**config.mk**
```make
export PLATFORM = sky130hd
export DESIGN_NAME = cpu
export DESIGN_NICKNAME = d
export VERILOG_FILES = /design/src/rtl/cpu_pkg.sv /design/src/rtl/cpu_alu.sv /design/src/rtl/cpu.sv
export SDC_FILE = /design/constraint.sdc
export NUM_CORES = 1
export LEC_CHECK = 0
export ABC_AREA = 0
export ABC_CLOCK_PERIOD_IN_PS = 4600
export CAP_MARGIN = 20
export CELL_PAD_IN_SITES_DETAIL_PLACEMENT = 1
export CELL_PAD_IN_SITES_GLOBAL_PLACEMENT = 2
export CORE_UTILIZATION = 40
export DETAILED_ROUTE_END_ITERATION = 12
export PLACE_DENSITY_LB_ADDON = 0.1
export SLEW_MARGIN = 40
export SYNTH_ARGS = -nofsm -noshare
export SYNTH_HDL_FRONTEND = slang
export SYNTH_SLANG_ARGS = --single-unit
```
**constraint.sdc**
```tcl
create_clock -name clk -period 4.6 [get_ports clk]
set_input_delay 0.69 -clock clk [delete_from_list [all_inputs] [get_ports clk]]
set_output_delay 0.69 -clock clk [all_outputs]
set_load 0.05 [all_outputs]
```
**src/rtl/cpu_pkg.sv**
```systemverilog
// rtl/cpu_pkg.sv - opcodes, FSM states and instruction field positions for the cpu core
package cpu_pkg;

  localparam logic [4:0] OP_LDI  = 5'b00000;
  localparam logic [4:0] OP_LDIH = 5'b00001;
  localparam logic [4:0] OP_ADDI = 5'b00101;
  localparam logic [4:0] OP_SUBI = 5'b00110;
  localparam logic [4:0] OP_AND  = 5'b01000;
  localparam logic [4:0] OP_OR   = 5'b01001;
  localparam logic [4:0] OP_ADD  = 5'b01010;
  localparam logic [4:0] OP_SUB  = 5'b01011;
  localparam logic [4:0] OP_XOR  = 5'b01100;
  localparam logic [4:0] OP_SHL  = 5'b01101;
  localparam logic [4:0] OP_SHR  = 5'b01110;
  localparam logic [4:0] OP_NOT  = 5'b01111;
  localparam logic [4:0] OP_JMP  = 5'b10000;
  localparam logic [4:0] OP_JZ   = 5'b10001;
  localparam logic [4:0] OP_JR   = 5'b10010;
  localparam logic [4:0] OP_HALT = 5'b11111;

  localparam int OP_HI  = 15;
  localparam int OP_LO  = 11;
  localparam int RD_HI  = 10;
  localparam int RD_LO  = 8;
  localparam int RS_HI  = 7;
  localparam int RS_LO  = 5;
  localparam int IMM_HI = 7;
  localparam int IMM_LO = 0;

  typedef enum logic [2:0] {
    ST_IDLE,
    ST_FETCH,
    ST_DECODE,
    ST_EXEC,
    ST_WB
  } state_t;

endpackage

```
**src/rtl/cpu_alu.sv**
```systemverilog
// rtl/cpu_alu.sv - combinational ALU: result, zero test and register write-enable per opcode
module cpu_alu
  import cpu_pkg::*;
#(
  parameter int DATA_W = 16
) (
  input  logic [4:0]        op,
  input  logic [DATA_W-1:0] a,
  input  logic [DATA_W-1:0] b,
  input  logic [7:0]        imm,
  output logic [DATA_W-1:0] result,
  output logic              zero,
  output logic              writes_rd
);

  logic [DATA_W-1:0] imm_ext;

  assign imm_ext = {{(DATA_W-8){1'b0}}, imm};

  always_comb begin
    result    = a;
    writes_rd = 1'b1;
    case (op)
      OP_LDI:  result = imm_ext;
      OP_LDIH: result = {imm, a[7:0]};
      OP_ADDI: result = a + imm_ext;
      OP_SUBI: result = a - imm_ext;
      OP_AND:  result = a & b;
      OP_OR:   result = a | b;
      OP_ADD:  result = a + b;
      OP_SUB:  result = a - b;
      OP_XOR:  result = a ^ b;
      OP_SHL:  result = a << 1;
      OP_SHR:  result = a >> 1;
      OP_NOT:  result = ~a;
      default: writes_rd = 1'b0;
    endcase
  end

  assign zero = (result == '0);

endmodule

```
**src/rtl/cpu.sv**
```systemverilog
// rtl/cpu.sv - multi-cycle 16-bit register CPU: fetch/decode/exec/writeback FSM with inline register file
module cpu
  import cpu_pkg::*;
#(
  parameter int DATA_W = 16,
  parameter int NREG   = 8
) (
  input  logic              clk,
  input  logic              rst,
  input  logic              en_in,
  input  logic              en_ram_out,
  input  logic [DATA_W-1:0] ins,
  output logic              en_ram_in,
  output logic [DATA_W-1:0] addr
);

  state_t            state_q, state_d;
  logic [DATA_W-1:0] pc_q, pc_d;
  logic [DATA_W-1:0] ir_q, ir_d;
  logic [DATA_W-1:0] regs_q [NREG];
  logic [DATA_W-1:0] regs_d [NREG];
  logic              zf_q, zf_d;
  logic [DATA_W-1:0] a_q, a_d;
  logic [DATA_W-1:0] b_q, b_d;
  logic [DATA_W-1:0] res_q, res_d;
  logic              zero_q, zero_d;
  logic              wr_q, wr_d;
  logic              setz_q, setz_d;
  logic              taken_q, taken_d;
  logic [DATA_W-1:0] target_q, target_d;
  logic              halt_q, halt_d;

  logic [4:0]        op;
  logic [2:0]        rd;
  logic [2:0]        rs;
  logic [7:0]        imm;
  logic [DATA_W-1:0] imm_ext;
  logic [DATA_W-1:0] alu_result;
  logic              alu_zero;
  logic              alu_writes;

  assign op      = ir_q[OP_HI:OP_LO];
  assign rd      = ir_q[RD_HI:RD_LO];
  assign rs      = ir_q[RS_HI:RS_LO];
  assign imm     = ir_q[IMM_HI:IMM_LO];
  assign imm_ext = {{(DATA_W-8){1'b0}}, imm};

  cpu_alu #(.DATA_W(DATA_W)) u_alu (
    .op        (op),
    .a         (a_q),
    .b         (b_q),
    .imm       (imm),
    .result    (alu_result),
    .zero      (alu_zero),
    .writes_rd (alu_writes)
  );

  always_comb begin
    state_d  = state_q;
    pc_d     = pc_q;
    ir_d     = ir_q;
    regs_d   = regs_q;
    zf_d     = zf_q;
    a_d      = a_q;
    b_d      = b_q;
    res_d    = res_q;
    zero_d   = zero_q;
    wr_d     = wr_q;
    setz_d   = setz_q;
    taken_d  = taken_q;
    target_d = target_q;
    halt_d   = halt_q;
    case (state_q)
      ST_IDLE: begin
        // a halted core ignores en_in until the next reset
        if (en_in && !halt_q) state_d = ST_FETCH;
      end
      ST_FETCH: begin
        if (!en_in) begin
          state_d = ST_IDLE;
        end else if (en_ram_out) begin
          ir_d    = ins;
          state_d = ST_DECODE;
        end
      end
      ST_DECODE: begin
        a_d     = regs_q[rd];
        b_d     = regs_q[rs];
        state_d = ST_EXEC;
      end
      ST_EXEC: begin
        res_d    = alu_result;
        zero_d   = alu_zero;
        wr_d     = alu_writes;
        setz_d   = alu_writes && (op != OP_LDI) && (op != OP_LDIH);
        taken_d  = 1'b0;
        target_d = imm_ext;
        case (op)
          OP_JMP: taken_d = 1'b1;
          OP_JZ:  taken_d = zf_q;
          OP_JR: begin
            taken_d  = 1'b1;
            target_d = a_q;
          end
          default: taken_d = 1'b0;
        endcase
        state_d = ST_WB;
      end
      ST_WB: begin
        if (wr_q) regs_d[rd] = res_q;
        if (setz_q) zf_d = zero_q;
        if (op == OP_HALT) begin
          halt_d  = 1'b1;
          state_d = ST_IDLE;
        end else begin
          pc_d    = taken_q ? target_q : pc_q + DATA_W'(1);
          state_d = en_in ? ST_FETCH : ST_IDLE;
        end
      end
      default: state_d = ST_IDLE;
    endcase
  end

  always_ff @(posedge clk or negedge rst) begin
    if (!rst) begin
      state_q  <= ST_IDLE;
      pc_q     <= '0;
      ir_q     <= '0;
      for (int i = 0; i < NREG; i++) regs_q[i] <= '0;
      zf_q     <= 1'b0;
      a_q      <= '0;
      b_q      <= '0;
      res_q    <= '0;
      zero_q   <= 1'b0;
      wr_q     <= 1'b0;
      setz_q   <= 1'b0;
      taken_q  <= 1'b0;
      target_q <= '0;
      halt_q   <= 1'b0;
    end else begin
      state_q  <= state_d;
      pc_q     <= pc_d;
      ir_q     <= ir_d;
      regs_q   <= regs_d;
      zf_q     <= zf_d;
      a_q      <= a_d;
      b_q      <= b_d;
      res_q    <= res_d;
      zero_q   <= zero_d;
      wr_q     <= wr_d;
      setz_q   <= setz_d;
      taken_q  <= taken_d;
      target_q <= target_d;
      halt_q   <= halt_d;
    end
  end

  assign en_ram_in = (state_q == ST_FETCH);
  assign addr      = pc_q;

endmodule

```
Word-level counts from Yosys, hierarchy flattened:

Index checks and enable logic that the tools add are counted.

* add/subtract/negate cells: 5
* magnitude comparators: 3
* equal/unequal tests: 22
* muxes and demuxes: 20
* bitwise gates (word level): 7
* reductions and logical operators: 17

Operators by type and width (count)
* $pmux 16 s12: 1
* $bwmux 128: 1
* $mux 16: 7
* $bmux 16 s3: 2
* $demux 16 s3: 1
* $eq 5x4->1 const B: 8
* $eq 5x5->1 const B: 4
* $add 16x1->16 const B: 1
* $add 16x16->16: 1
* $add 16x8->16: 1
* $and 16x16->16: 1
* $logic_not 16->1: 1
* $not 16->16: 1
* $or 16x16->16: 1
* $sub 16x16->16: 1
* $sub 16x8->16: 1
* $xor 16x16->16: 1
* $pmux 3 s5: 1
* $reduce_or 12->1: 1
* $eq 5x3->1 const B: 2
* $reduce_and 2->1: 5
* $mux 3: 3
* $ge 4x4->1 const B: 2
* $not 3->4: 2
* 18 further kinds: 24

* register bits after elaboration: 233
* logic and storage cells: 95

Logic depth before layout (Yosys ltp):

* depth in word-level cells: 6
* gate-level depth with buffers: 19

Cells and area by module:

From an unflattened synthesis, not the netlist that was laid out.

* cells, all modules: 1310
* area total of the unflattened synthesis: 14591.5 µm²

By module, submodules not included
* cpu: instances 1, cells each 843, area an instance 11443.5 µm², sequential area each 5830.6 µm²
* cpu_alu: instances 1, cells each 467, area an instance 3148.0 µm², sequential area each 0.0 µm²

Worst setup path after synthesis:

Ideal clock, no wire load.

* kind: register -> register
* start: register ir_q[2]
* end: register zero_q
* library setup time: 0.066 ns
* arrival: 4.015 ns
* data required time: 4.534 ns
* setup slack: 0.519 ns
* cell stages (with the launch flop): 17
* path buffers: 1
* cells stage by stage: dfrtp_1 -> clkbuf_1 -> or3_1 -> or3_1 -> nor3_1 -> ha_1 -> a222oi_1 -> ha_1 -> inv_1 -> a211oi_1 -> a221o_1 -> a21oi_2 -> xnor2_1 -> a211o_1 -> a2111o_1 -> or4_1 -> nand2_1

* cells in the longest elaborated chain, start to end: 3
* elaborated cells on any way between the ends: 4
* classes of those cells: add/sub (2); mux (1); reduce/logical (1)

RTL lines
* start: declaration: RTL line cpu.sv:19 `logic [DATA_W-1:0] ir_q, ir_d;`
* start signal: assignment: RTL line cpu.sv:143 `ir_q <= ir_d;`
* $sub 16x8->16 / $add 16x8->16 (equally long branches): RTL line cpu_alu.sv:27, cpu_alu.sv:26
* $pmux 16 s12 (*): RTL line cpu_alu.sv:23 `case (op)`
* $logic_not 16->1 (*): RTL line cpu_alu.sv:40 `assign zero = (result == '0);`
* end signal: assignment: RTL line cpu.sv:149 `zero_q <= zero_d;`
* end: declaration: RTL line cpu.sv:26 `logic zero_q, zero_d;`

Mark *: on every way between the ends. The rest lies on a longest branch, timed or not.
A chain may end at the register's enable or synchronous reset.

Final worst setup path:

* start: register ir_q[0]
* end: register zero_q

The elaborated chain is that of the path after synthesis.

==> flow_summary.json <==
{
  "outcome": "finished, final reports clean",
  "seq_area_mm2": 0.00584,
  "dp_hpwl_um": 32500,
  "syn_nets": 1411,
  "ios": 37,
  "ant_nets": 0,
  "grt_usage_pct": 27.0,
  "cp_data_arrival_time_ns": 4.85,
  "timing.final.crit_share_pct": 94.4,
  "slew_headroom_pct": 44.4,
  "drc_errors": 0,
  "rows": 67,
  "ys.flop_type": "dfrtp_1",
  "timing.final.ws_setup_ns": 0.257,
  "path_cells": "inv_1, ha_1, nand2_1, or3_1, or4_1, and2_1, o21ai_0, ha_1, a21o_1, a221o_1, a21oi_2, xnor2_1, a211o_1, a2111o_1, or4_1, nand2_1",
  "fin_nets": 1444,
  "die_h_um": 189,
  "pwr-share-clk_pct": 19.7,
  "clock_latency_ns": 0.59,
  "ys_ff_latch": 233,
  "p_comb_share_pct": 48.1,
  "min_path_type": "reg2reg",
  "start_kind": "register",
  "swShare_pct": 45.6,
  "cts_tree": "built",
  "cts_htree_levels": 1,
  "synthAdderAreaFrac_pct": 4.72,
  "synth_mux_area_share_pct": 22.1,
  "clock-root-buffer": "clkbuf_16",
  "port_buffers": 36,
  "antenna_found_initial": 0,
  "synth_xor_area_share_pct": 1.70,
  "r2r_setup_slack_ns": 0.26,
  "synth_top_family_by_area": "multiplexers",
  "initial_core_util_pct": 41.1,
  "grt_max_degree": 72,
  "via_per_inst": 6.00,
  "fin_crit_ns": 4.34,
  "p_int_w": 0.00608,
  "setup_tns_ns": 0,
  "finalHoldViolations": 0,
  "clockBufferDepth": 3,
  "gp_congestion": 0.931,
  "grt_pass1_vias": 11700,
  "dr.pass1.iters": 5,
  "synthCells": 1339,
  "drt_wl_total_um": 46600,
  "multiInputGateArea_mm2": 0.00763,
  "clock_skew_ns": 0.0288,
  "vias": 11000,
  "ys_types": 79,
  "cp_max_fo": 6,
  "die_w_um": 189,
  "synth-simple-area-share_pct": 11.7,
  "async_reset_ff_share_pct": 100,
  "max_freq_mhz": 230,
  "critPathBufInv": 1,
  "pwr-share-seq_pct": 32.1,
  "avgSynthCellArea_um2": 10.4,
  "critPathKind": "reg2reg",
  "synth-edff-count": 0,
  "place_area_mm2": 0.0150,
  "fin_area_mm2": 0.0159,
  "drt-wirelength-per-cell_um": 25.3,
  "p_leak_nw": 7.05,
  "ys_seq_area_share_pct": 41.9,
  "clk_pin_slew_ns": 0.06,
  "core_mm2": 0.0339,
  "die-area_mm2": 0.0356,
  "synth_compound_area_share_pct": 14.1,
  "cp-end-kind": "register",
  "rsz0062_at_grt": "no",
  "grt_pass1_wl_um": 73000,
  "setup_viol": 0,
  "placed_cells": 1789,
  "n_fill_cell": 3727,
  "required_ns": 5.11,
  "crit_slowest_cell": "dfrtp_1",
  "post_cts_buffers": 0,
  "synthesis.area_mm2": 0.0139,
  "overflow": 0,
  "worst_hold_slack_ns": 0.474,
  "cts_sinks": 233,
  "maxCapViolCount": 0,
  "ir_drop_v": 0.000407,
  "pre_cts_slack_ns": 0.228,
  "path_delay_family": "simple AND/OR/NAND/NOR gates",
  "antenna_cells": 0,
  "critical-path-max-stage-delay_ns": 0.46,
  "numCtsBuffers": 28,
  "powerDensity_mw_per_mm2": 702,
  "maxSlewViolCount": 0,
  "ys_warn_count": 0,
  "fin_cells": 1840,
  "drt_iter0_markers": 796,
  "drive_gt1_share_pct": 23.8,
  "power.switching_w": 0.00510,
  "area_delta_synth_final_pct": 14.3,
  "worstMarginPinSlew_ns": 0.831
}
==> timing repair <==
item                                    4_1_cts  5_1_grt
resized for setup                             0        7
endpoints found under the setup margin        0        1
hold endpoints to repair                     20        0
hold buffers                                  1        0
==> path summary, 6_finish.rpt <==
check	from	endpoint	cells after the start
setup / recovery	ir_q[0]	zero_q	16
hold / removal	target_q[15]	target_q[15]	2
setup reg to reg	ir_q[0]	zero_q	16
hold reg to reg	target_q[15]	target_q[15]	2
max in group asynchronous	rst	ir_q[8]	4
min in group asynchronous	rst	ir_q[3]	2
==> synthesized netlist by cell type, types with 13 or more instances <==
cell,instances,area share (%)
a21oi_1,85,3.1
a22oi_1,25,1.3
a31oi_1,30,1.3
and3_1,13,0.58
clkbuf_1,71,1.9
dfrtp_1,233,42
ha_1,51,4.6
inv_1,46,1.2
mux2_2,149,12
mux2i_1,15,1.1
mux4_2,50,8.1
nand2_1,144,3.9
nand3_1,26,0.93
nor2_1,108,2.9
o21ai_0,76,2.7
xnor2_1,22,1.4
==> tightest hold or removal path: cells and delay by family (launching register included) <==
| family | cells | cell delay (ns) |
|---|---|---|
| flip-flops | 1 | 0.34 |
| AND/OR/NAND/NOR | 1 | 0.05 |
| AO/OA/AOI/OAI | 1 | 0.05 |
==> sequential cells by signal (all words and copies together), names as in the netlist, 3 cells and up <==
name / cells
a_q: 16
addr: 16
b_q: 16
ir_q: 16
regs_q: 128
res_q: 16
state_q: 3
target_q: 16
==> per-layer routing <==
| layer | global-route usage [%] | part of all wire [%] | wire length, µm |
|---|---|---|---|
| met1 | 38.3 | 47 | 21800 |
| met4 | 9.43 | 3.4 | 1580 |
| met5 | 0 | 0 | 0 |
| met3 | 3.41 | 4.2 | 1930 |
| met2 | 42.4 | 46 | 21300 |
==> stage by stage <==
step	total power (W)	util, %
after global routing	0.0119	47.0
after CTS	0.0112	46.9
final	0.0112	47.0
after detailed placement	0.00891	44.2
after global placement	0.00883	44.1
after floorplan	0.00691	-
==> power by group through the flow <==
stage | Clock, W | Sequential, W | Combinational (W)
3_5_place_dp | 0 | 0.00361 | 0.00530
5_1_grt | 0.00233 | 0.00370 | 0.00588
2_1_floorplan | 0 | 0.00320 | 0.00371
3_3_place_gp | 0 | 0.00358 | 0.00525
6_report | 0.00220 | 0.00359 | 0.00538
4_1_cts | 0.00226 | 0.00358 | 0.00534
==> layout make-up <==
cell class	count	share of cell area (%)
Clock inverter	8	0.582
Multi-Input combinational cell	969	47.9
Inverter	49	1.16
Sequential cell	233	36.7
Clock buffer	42	5.11
Timing Repair Buffer	91	5.03
Tap cell	448	3.52
==> cells in the final DEF, fill, tap and decap left out, types with 5 or more instances in the layout <==
cell type,Yosys,layout
a21oi_1,85,84
a221oi_1,12,12
a222oi_1,5,5
a22oi_1,25,25
a31oi_1,30,30
and2_1,5,5
and3_1,13,11
buf_4,0,53
clkbuf_1,71,8
clkbuf_16,0,28
clkbuf_8,0,6
clkdlybuf4s50_1,0,35
clkinv_2,0,5
dfrtp_1,233,227
dfrtp_2,0,6
ha_1,51,50
inv_1,46,46
mux2_1,11,11
mux2_2,149,149
mux2i_1,15,15
mux4_2,50,50
nand2_1,144,143
nand2b_1,10,10
nand3_1,26,26
nand3b_1,6,6
nor2_1,108,105
nor2b_1,7,6
nor3_1,10,8
o211ai_1,5,5
o21ai_0,76,75
o22ai_1,8,8
o31ai_1,8,8
xnor2_1,22,22
xor2_1,5,5
==> kinds of logic after synthesis <==
kind of cell | count (synthesis)
XOR/XNOR | 27
AND/OR/NAND/NOR | 358
adder cells (fa/ha/maj) | 52
multiplexers | 225
flip-flops | 233
buffers and inverters | 137
AO/OA/AOI/OAI | 307
No activity file was read; power rests on OpenSTA's default activity.
